--- src/rtl/io_port_arbiter_if.sv ---
// Bundle of the core-side and external-world port signals of io_port_arbiter.
// The master modport is the core/world side; slave is the arbiter itself.
interface io_port_arbiter_if #(
  parameter int FIFO_DEPTH = 4
);
  localparam int CW = $clog2(FIFO_DEPTH) + 1;

  logic [7:0]    InpExtWorld1;
  logic [7:0]    InpExtWorld2;
  logic [7:0]    InpExtWorld3;
  logic [7:0]    InpExtWorld4;
  logic [3:0]    InpReq;
  logic [3:0]    InpAck;
  logic          RdEn;
  logic          RdValid;
  logic [7:0]    RdData;
  logic [1:0]    RdPort;
  logic [CW-1:0] FifoCount;
  logic          WrEn;
  logic [1:0]    WrPort;
  logic [7:0]    WrData;
  logic [7:0]    OutExtWorld1;
  logic [7:0]    OutExtWorld2;
  logic [7:0]    OutExtWorld3;
  logic [7:0]    OutExtWorld4;
  logic [3:0]    OutStb;

  modport master (
    output InpExtWorld1, InpExtWorld2, InpExtWorld3, InpExtWorld4, InpReq,
    output RdEn, WrEn, WrPort, WrData,
    input  InpAck, RdValid, RdData, RdPort, FifoCount,
    input  OutExtWorld1, OutExtWorld2, OutExtWorld3, OutExtWorld4, OutStb
  );

  modport slave (
    input  InpExtWorld1, InpExtWorld2, InpExtWorld3, InpExtWorld4, InpReq,
    input  RdEn, WrEn, WrPort, WrData,
    output InpAck, RdValid, RdData, RdPort, FifoCount,
    output OutExtWorld1, OutExtWorld2, OutExtWorld3, OutExtWorld4, OutStb
  );
endinterface

--- src/rtl/io_port_arbiter.sv ---
// Round-robin request/ack arbiter for four 8-bit input ports feeding a port-tagged
// show-ahead FIFO, plus registered output ports with one-cycle update strobes.
module io_port_arbiter #(
  parameter int FIFO_DEPTH = 4
) (
  input logic              clk,
  input logic              Reset,
  io_port_arbiter_if.slave bus
);
  localparam int AW = $clog2(FIFO_DEPTH);
  localparam int CW = AW + 1;

  typedef enum logic [1:0] {S_IDLE, S_ACK, S_RELEASE} state_t;

  state_t        state_q;
  logic [1:0]    last_grant_q;
  logic [1:0]    grant_q;
  logic [1:0]    grant_d;
  logic          grant_found;
  logic [1:0]    scan_idx;
  logic [3:0]    ack_q;
  logic [AW-1:0] rd_ptr_q;
  logic [AW-1:0] wr_ptr_q;
  logic [CW-1:0] count_q;
  logic [9:0]    mem_q [FIFO_DEPTH];
  logic [9:0]    head;
  logic [7:0]    inp_data [4];
  logic          push;
  logic          pop;
  logic [7:0]    out_q [4];
  logic [3:0]    stb_q;

  assign inp_data[0] = bus.InpExtWorld1;
  assign inp_data[1] = bus.InpExtWorld2;
  assign inp_data[2] = bus.InpExtWorld3;
  assign inp_data[3] = bus.InpExtWorld4;

  // Scan starts one past the last grant, so the last winner has lowest priority.
  always_comb begin
    grant_found = 1'b0;
    grant_d     = last_grant_q;
    scan_idx    = last_grant_q;
    for (int i = 1; i <= 4; i++) begin
      scan_idx = last_grant_q + 2'(i);
      if (!grant_found && bus.InpReq[scan_idx]) begin
        grant_found = 1'b1;
        grant_d     = scan_idx;
      end
    end
  end

  // Fullness uses the registered count, so a pop never frees space for a same-cycle grant.
  assign push = (state_q == S_IDLE) && grant_found && (count_q < CW'(FIFO_DEPTH));
  assign pop  = bus.RdEn && (count_q != '0);

  always_ff @(posedge clk) begin
    if (!Reset) begin
      state_q      <= S_IDLE;
      last_grant_q <= 2'd3;
      grant_q      <= 2'd0;
      ack_q        <= 4'b0;
      rd_ptr_q     <= '0;
      wr_ptr_q     <= '0;
      count_q      <= '0;
    end else begin
      ack_q <= 4'b0;
      case (state_q)
        S_IDLE: begin
          if (push) begin
            grant_q      <= grant_d;
            last_grant_q <= grant_d;
            state_q      <= S_ACK;
          end
        end
        S_ACK: begin
          ack_q   <= 4'b0001 << grant_q;
          state_q <= S_RELEASE;
        end
        S_RELEASE: begin
          if (!bus.InpReq[grant_q]) state_q <= S_IDLE;
        end
        default: state_q <= S_IDLE;
      endcase

      if (push) wr_ptr_q <= wr_ptr_q + AW'(1);
      if (pop)  rd_ptr_q <= rd_ptr_q + AW'(1);
      case ({push, pop})
        2'b10:   count_q <= count_q + CW'(1);
        2'b01:   count_q <= count_q - CW'(1);
        default: count_q <= count_q;
      endcase
    end
  end

  // Storage is not reset; the count gates everything visible at the head.
  always_ff @(posedge clk) begin
    if (Reset && push) mem_q[wr_ptr_q] <= {grant_d, inp_data[grant_d]};
  end

  always_ff @(posedge clk) begin
    if (!Reset) begin
      for (int i = 0; i < 4; i++) out_q[i] <= 8'h00;
      stb_q <= 4'b0;
    end else begin
      stb_q <= 4'b0;
      if (bus.WrEn) begin
        out_q[bus.WrPort] <= bus.WrData;
        stb_q[bus.WrPort] <= 1'b1;
      end
    end
  end

  assign head          = mem_q[rd_ptr_q];
  assign bus.RdValid   = (count_q != '0);
  assign bus.RdData    = bus.RdValid ? head[7:0] : 8'h00;
  assign bus.RdPort    = bus.RdValid ? head[9:8] : 2'd0;
  assign bus.FifoCount = count_q;
  assign bus.InpAck    = ack_q;

  assign bus.OutExtWorld1 = out_q[0];
  assign bus.OutExtWorld2 = out_q[1];
  assign bus.OutExtWorld3 = out_q[2];
  assign bus.OutExtWorld4 = out_q[3];
  assign bus.OutStb       = stb_q;
endmodule

--- src/flat_wrapper.sv ---
// flat-port wrapper written by rule: the top's interface ports become plain ports
module io_port_arbiter_flat 
#(
  parameter int FIFO_DEPTH = 4
)
  (clk, Reset, bus_InpExtWorld1, bus_InpExtWorld2, bus_InpExtWorld3, bus_InpExtWorld4, bus_InpReq, bus_RdEn, bus_WrEn, bus_WrPort, bus_WrData, bus_InpAck, bus_RdValid, bus_RdData, bus_RdPort, bus_FifoCount, bus_OutExtWorld1, bus_OutExtWorld2, bus_OutExtWorld3, bus_OutExtWorld4, bus_OutStb);
  io_port_arbiter_if #(.FIFO_DEPTH(FIFO_DEPTH)) bus_i ();
  input logic clk;
  input logic Reset;
  input wire logic [$bits(bus_i.InpExtWorld1)-1:0] bus_InpExtWorld1;
  input wire logic [$bits(bus_i.InpExtWorld2)-1:0] bus_InpExtWorld2;
  input wire logic [$bits(bus_i.InpExtWorld3)-1:0] bus_InpExtWorld3;
  input wire logic [$bits(bus_i.InpExtWorld4)-1:0] bus_InpExtWorld4;
  input wire logic [$bits(bus_i.InpReq)-1:0] bus_InpReq;
  input wire logic [$bits(bus_i.RdEn)-1:0] bus_RdEn;
  input wire logic [$bits(bus_i.WrEn)-1:0] bus_WrEn;
  input wire logic [$bits(bus_i.WrPort)-1:0] bus_WrPort;
  input wire logic [$bits(bus_i.WrData)-1:0] bus_WrData;
  output wire logic [$bits(bus_i.InpAck)-1:0] bus_InpAck;
  output wire logic [$bits(bus_i.RdValid)-1:0] bus_RdValid;
  output wire logic [$bits(bus_i.RdData)-1:0] bus_RdData;
  output wire logic [$bits(bus_i.RdPort)-1:0] bus_RdPort;
  output wire logic [$bits(bus_i.FifoCount)-1:0] bus_FifoCount;
  output wire logic [$bits(bus_i.OutExtWorld1)-1:0] bus_OutExtWorld1;
  output wire logic [$bits(bus_i.OutExtWorld2)-1:0] bus_OutExtWorld2;
  output wire logic [$bits(bus_i.OutExtWorld3)-1:0] bus_OutExtWorld3;
  output wire logic [$bits(bus_i.OutExtWorld4)-1:0] bus_OutExtWorld4;
  output wire logic [$bits(bus_i.OutStb)-1:0] bus_OutStb;
  assign bus_i.InpExtWorld1 = bus_InpExtWorld1;
  assign bus_i.InpExtWorld2 = bus_InpExtWorld2;
  assign bus_i.InpExtWorld3 = bus_InpExtWorld3;
  assign bus_i.InpExtWorld4 = bus_InpExtWorld4;
  assign bus_i.InpReq = bus_InpReq;
  assign bus_i.RdEn = bus_RdEn;
  assign bus_i.WrEn = bus_WrEn;
  assign bus_i.WrPort = bus_WrPort;
  assign bus_i.WrData = bus_WrData;
  assign bus_InpAck = bus_i.InpAck;
  assign bus_RdValid = bus_i.RdValid;
  assign bus_RdData = bus_i.RdData;
  assign bus_RdPort = bus_i.RdPort;
  assign bus_FifoCount = bus_i.FifoCount;
  assign bus_OutExtWorld1 = bus_i.OutExtWorld1;
  assign bus_OutExtWorld2 = bus_i.OutExtWorld2;
  assign bus_OutExtWorld3 = bus_i.OutExtWorld3;
  assign bus_OutExtWorld4 = bus_i.OutExtWorld4;
  assign bus_OutStb = bus_i.OutStb;
  io_port_arbiter #(.FIFO_DEPTH(FIFO_DEPTH)) u_core (.clk(clk), .Reset(Reset), .bus(bus_i));
endmodule
--- config.mk ---
export PLATFORM = sky130hd
export DESIGN_NAME = io_port_arbiter_flat
export DESIGN_NICKNAME = d
export VERILOG_FILES = /design/src/rtl/io_port_arbiter_if.sv /design/src/rtl/io_port_arbiter.sv /design/src/flat_wrapper.sv
export SDC_FILE = /design/constraint.sdc
export NUM_CORES = 1
export LEC_CHECK = 0
export BUFFER_PORTS_ARGS = -buffer_cell sky130_fd_sc_hd__buf_2
export CORE_MARGIN = 2
export CORE_UTILIZATION = 53
export DETAILED_ROUTE_END_ITERATION = 8
export GPL_TIMING_DRIVEN = 0
export PLACE_DENSITY = 0.79
export SYNTH_ARGS = -nofsm -noshare
export SYNTH_HDL_FRONTEND = slang
export SYNTH_SLANG_ARGS = --single-unit
--- constraint.sdc ---
create_clock -name clk -period 2.29 [get_ports clk]
set_input_delay 0.458 -clock clk [delete_from_list [all_inputs] [get_ports clk]]
set_output_delay 0.458 -clock clk [all_outputs]
set_load 0.05 [all_outputs]
Word-level counts from Yosys, hierarchy flattened
Memory sizes are Yosys's and may differ from the RTL's. A register that Yosys moved wholly into a read port is not among the register bits.
Index checks and enable logic that the tools add are counted.
Cells by class
  add/sub/neg operators: 7
  magnitude comparators: 9
  equality and inequality tests: 6
  shift-type cells: 1
  mux-type cells: 40
  bitwise operators: 1
  reductions and logical operators: 19
Operators with widths (count)
  $mux W8: 4
  $mux W2: 10
  $lt A2 B3 Y1 const B: 6
  $mux W1: 17
  $bmux W8 S2: 1
  $bmux W1 S2: 5
  $logic_and A1 B1 Y1: 8
  $reduce_and A2 Y1: 4
  $reduce_or A8 Y1: 1
  $add A2 B1 Y2 const B: 3
  $pmux W2 S3: 1
  $pmux W3 S2: 1
  $add A2 B2 Y2 const B: 2
  $eq A2 B1 Y1 const B: 2
  $eq A2 B2 Y1 const B: 2
  $shl A1 B2 Y4 const A: 1
  $add A3 B1 Y3 const B: 1
  $ge A3 B3 Y1 const B: 1
  $logic_not A1 Y1: 3
  $lt A3 B3 Y1 const B: 1
  $not A2 Y3: 1
  $reduce_bool A3 Y1: 1
  $sub A3 B1 Y3 const B: 1
  $demux W1 S2: 1
  other kinds (5): 5
Storage, ports and cells
  register bits: 21
  memory bits (writable): 72
  input bits: 50
  logic and storage cells: 93
  memories: 2
Memories
  u_core.mem_q: words 4, bits a word 10, read ports 1, clocked after memory_dff 1, wr ports 1, RTL line io_port_arbiter.sv:25  | logic [9:0] mem_q [FIFO_DEPTH];
  u_core.out_q: words 4, bits a word 8, read ports 4, clocked after memory_dff 0, wr ports 4, RTL line io_port_arbiter.sv:30  | logic [7:0] out_q [4];

Logic depth before layout (Yosys ltp)
  depth in word-level cells: 18
  depth in mapped cells: 10

Worst setup path after synthesis
OpenSTA, ideal clock, no wires.
  kind: register to output
  start point: register u_core.count_q[0] (netlist: u_core.bus.FifoCount[0])
  end point: output port bus_RdData[0]
  data arrival time: 1.982 ns
  data required time: 1.832 ns
  path slack: -0.150 ns
  stages on the path, launching flop included: 4
  path buffers: 1
  path through: dfxtp_1 > or3_1 > clkbuf_1 > and2_1
Between the ends
  longest elaborated chain between the ends: 2
RTL lines
  from (decl): RTL line io_port_arbiter.sv:24  | logic [CW-1:0] count_q;
  from (signal assigned): RTL line io_port_arbiter.sv:88  | 2'b10: count_q <= count_q + CW'(1);
  from (signal assigned): RTL line io_port_arbiter.sv:89  | 2'b01: count_q <= count_q - CW'(1);
  from (signal assigned): RTL line io_port_arbiter.sv:90  | default: count_q <= count_q;
  $reduce_bool A3 Y1: RTL line io_port_arbiter.sv:114  | assign bus.RdValid = (count_q != '0);
  net bus_RdValid: RTL line flat_wrapper.sv:20  | output wire logic [$bits(bus_i.RdValid)-1:0] bus_RdValid;
  $mux W8: RTL line io_port_arbiter.sv:115  | assign bus.RdData = bus.RdValid ? head[7:0] : 8'h00;
  to (decl): RTL line flat_wrapper.sv:21  | output wire logic [$bits(bus_i.RdData)-1:0] bus_RdData;
The timed path passes the listed nets, and every way through them passes these cells.

==> key figures <==
Drt
  • Via density: 5.29
  • Remaining DRCs: 0
  • Routed WL: 7930 microns
  • Met2 WL: 4020 microns
  • Routed wl met3: 524 microns
  • Initial drt markers: 159
  • Wire per inst: 14.8 microns
  • Metal-1 WL: 3270 microns
  • Drt first pass iters: 6
  • Top sig layer: met4
  • DRT antenna net count: 0
  • Vias: 2835

Critical path
  • R2R Path End: u_core.bus.FifoCount[2]
  • Kind of critical path: flip-flop to output pin
  • Crit path DAT: 1.75 ns
  • Worst R2R Start: u_core.bus.FifoCount[2]
  • Path depth of the worst reg2reg path: 8
  • WP data required: 1.83 ns
  • R2r setup slk: 0.18 ns
  • Worst Setup End Kind: output pin
  • CP max-delay cell: mux4_2
  • Nature of the critical path startpoint: flip-flop
  • CP Max Fanout: 10
  • CP max stage delay: 0.49 ns
  • Crit-path cells: buf_12 > mux4_2 > and2_1 > buf_2

Synth
  • Mapped cell area: 4280 sq um
  • Syn Inst Count: 317
  • Post-synth EDFFs: 72
  • Synth warnings: 0
  • Post-Syn Nets: 373
  • Yosys top cell by area: edfxtp_1
  • Yosys cell types: 46
  • Synth top area cells: edfxtp_1 (51%), dfxtp_1 (11%), and2_1 (6.0%)
  • Sequential-to-total area share from yosys stat: 61.3%
  • Synth Area per Inst: 13.5 sq um
  • Post-synth ARST share: 0%
  • Synth top area share: 50.5%
  • Prevailing post-synth register cell: edfxtp_1
  • Number of synthesized register bits: 95

Cells and area
  • Post-Route Utilization: 66.1%
  • Synth-to-Final Area Change: 20.0%
  • Layout cell share with drive strength beyond 1: 35.3%
  • Final Cell Area: 5130 sq um
  • Commonest non-fill, non-tap cell in the layout: buf_2
  • N_diodes: 0
  • Most frequent cells in the layout: buf_2 (108), edfxtp_1 (72), and2_1 (41)
  • Number of fill cells: 617
  • Footprint of the multi-input gates: 1470 sq um
  • Register area: 2620 sq um
  • Fin nets: 485

Clock network
  • Root Buffer: clkbuf_8
  • Clk sinks: 95
  • Reg clk slew, reported paths: 0.08 ns
  • Setup repair bufs after CTS: 0
  • H-tree depth: 3
  • Num CTS Buffers: 9
  • Clock Tree Buf Depth: 2
  • CTS tree: built
  • Clock latency at the later pin of the worst-skew pair: 0.35 ns

Die
  • Io pins: 104
  • Rows: 32
  • Width of the chip: 93.9 microns
  • Core area: 7770 sq um
  • Starting density of the core: 55.1%
  • Area of the die: 8810 sq um
  • Chip Height: 93.9 microns

Placement
  • DPL Wire Length: 5980 microns
  • RePlAce Congestion: 0.828
  • PortBufs: 102
  • Post-DP Area: 4920 sq um

STA
  • Clock skew: 0.00966 ns
  • Final hold viol count: 0
  • Final min period: 2.21 ns
  • Final max-slew violation count: 0
  • Tcrit/Tclk final: 96.4%
  • Max-slew headroom: 63.9%
  • Slew @ Worst Pin: 0.542 ns
  • Min Hold Slack: 0.371 ns
  • Fmax: 0.453 GHz
  • Final setup fails: 0

Power and ir drop
  • Cell Pwr Density: 1210 nW/um^2
  • Leak: 2.11 nW
  • Power Total: 6.19 mW
  • Worst VDD drop: 0.565 mV

Global route
  • Grt total ovfl: 0
  • Initial antenna violation count: 0
  • First-pass GRT wire length: 12700 microns
  • Largest net degree at the start of global routing: 18
  • Vias in the first global route: 2761
  • Total Routing Usage GR: 18.8%

Run status
  • Status: finished clean

Min path
  • Min-delay src: bus_WrPort[0]
  • Worst Hold Endpoint: u_core.bus.OutStb[3]
  • Hold Crit Class: input pin to flip-flop
  • Hold path depth: 3

Run
  • Max-Cap Viols: 0
-- kinds of logic after synthesis --
logic type / after synthesis / share of synthesized area, %
AOI/OAI and AO/OA: 49 / 8.97
buffers and inverters: 43 / 4.50
adders and majority gates: 6 / 1.93
and+or+nand+nor: 99 / 14.4
DFF: 95 / 61.3
muxes: 20 / 7.89
xor gates and xnor gates: 5 / 1.02
-- routing by layer --
layer  up-vias  global-route usage, %
met5         -                      0
met4         0                   7.85
met3        10                   3.93
met2       105                   32.4
met1      1328                   22.9
li1       1392                      -
-- stage by stage --
| step | std cells | setup TNS (ns) | setup WS, ns |
|---|---|---|---|
| 6_report | 536 | 0 | 0.0832 |
| 3_5_place_dp | 521 | -0.0630 | -0.0630 |
| 3_3_place_gp | 521 | 0 | 0.0180 |
| 4_1_cts | 536 | 0 | 0.0192 |
| 2_1_floorplan | 317 | 0 | 0.0120 |
| 5_1_grt | 536 | -0.00856 | -0.00428 |
-- Yosys cell counts, drive strengths merged, types with 4 or more instances --
| master | instances |
|---|---|
| ha | 5 |
| buf | 12 |
| nor3 | 6 |
| dfxtp | 23 |
| nor2b | 4 |
| xnor2 | 4 |
| mux2i | 9 |
| and3 | 12 |
| nand2b | 6 |
| nor2 | 9 |
| nand2 | 9 |
| a21oi | 4 |
| mux4 | 11 |
| and2 | 41 |
| a32oi | 16 |
| o21ai | 7 |
| edfxtp | 72 |
| a211oi | 16 |
| inv | 25 |
| clkbuf | 6 |
-- area by class of cell --
type / instances / area share, %
clock inverters: 7 / 1.56
clock buffers: 9 / 2.41
inverters: 25 / 1.83
multi-input cells: 179 / 28.5
well taps: 102 / 2.49
plain buffers: 17 / 2.17
repair buffers: 102 / 9.94
flip-flops and latches: 95 / 51.1
-- power by group --
part | internal, mW | switching [mW]
Combinational | 0.922 | 1.72
Clock | 0.515 | 0.567
Sequential | 2.31 | 0.150
-- state kept, by name, indices dropped and copies added, names as in the netlist, named ones only --
register / flops
u_core.rd_ptr_q: 2
u_core.out_q: 32
u_core.bus.FifoCount: 3
u_core.state_q: 2
u_core.wr_ptr_q: 2
u_core.mem_q: 40
u_core.bus.InpAck: 4
u_core.grant_q: 2
u_core.bus.OutStb: 4
u_core.last_grant_q: 2
-- timing repair --
action	in CTS	in global routing
hold buffers	0	0
setup endpoints to repair	10	10
resized for setup	1	3
gates cloned	0	0
-- how the worst max path moves through the flow --
stage,from,end,slack (ns)
2_1_floorplan,u_core.bus.FifoCount[0],u_core.bus.FifoCount[2],0.01
3_3_place_gp,bus_InpReq[2],u_core.bus.FifoCount[2],0.02
3_5_place_dp,bus_InpReq[2],u_core.bus.FifoCount[2],-0.06
4_1_cts,flip-flop,bus_RdData[0],0.02
5_1_grt,flip-flop,bus_RdData[4],-0.004
6_report,flip-flop,bus_RdData[1],0.08
-- worst max-delay path, delay by kind of cell, from the launching register on --
kind / cells / cell delay, ns
flip-flops: 1 / 0.37
AND/OR/NAND/NOR: 1 / 0.18
buffers and inverters: 2 / 0.37
multiplexers: 1 / 0.49
Power figures use the tool's default switching activity.
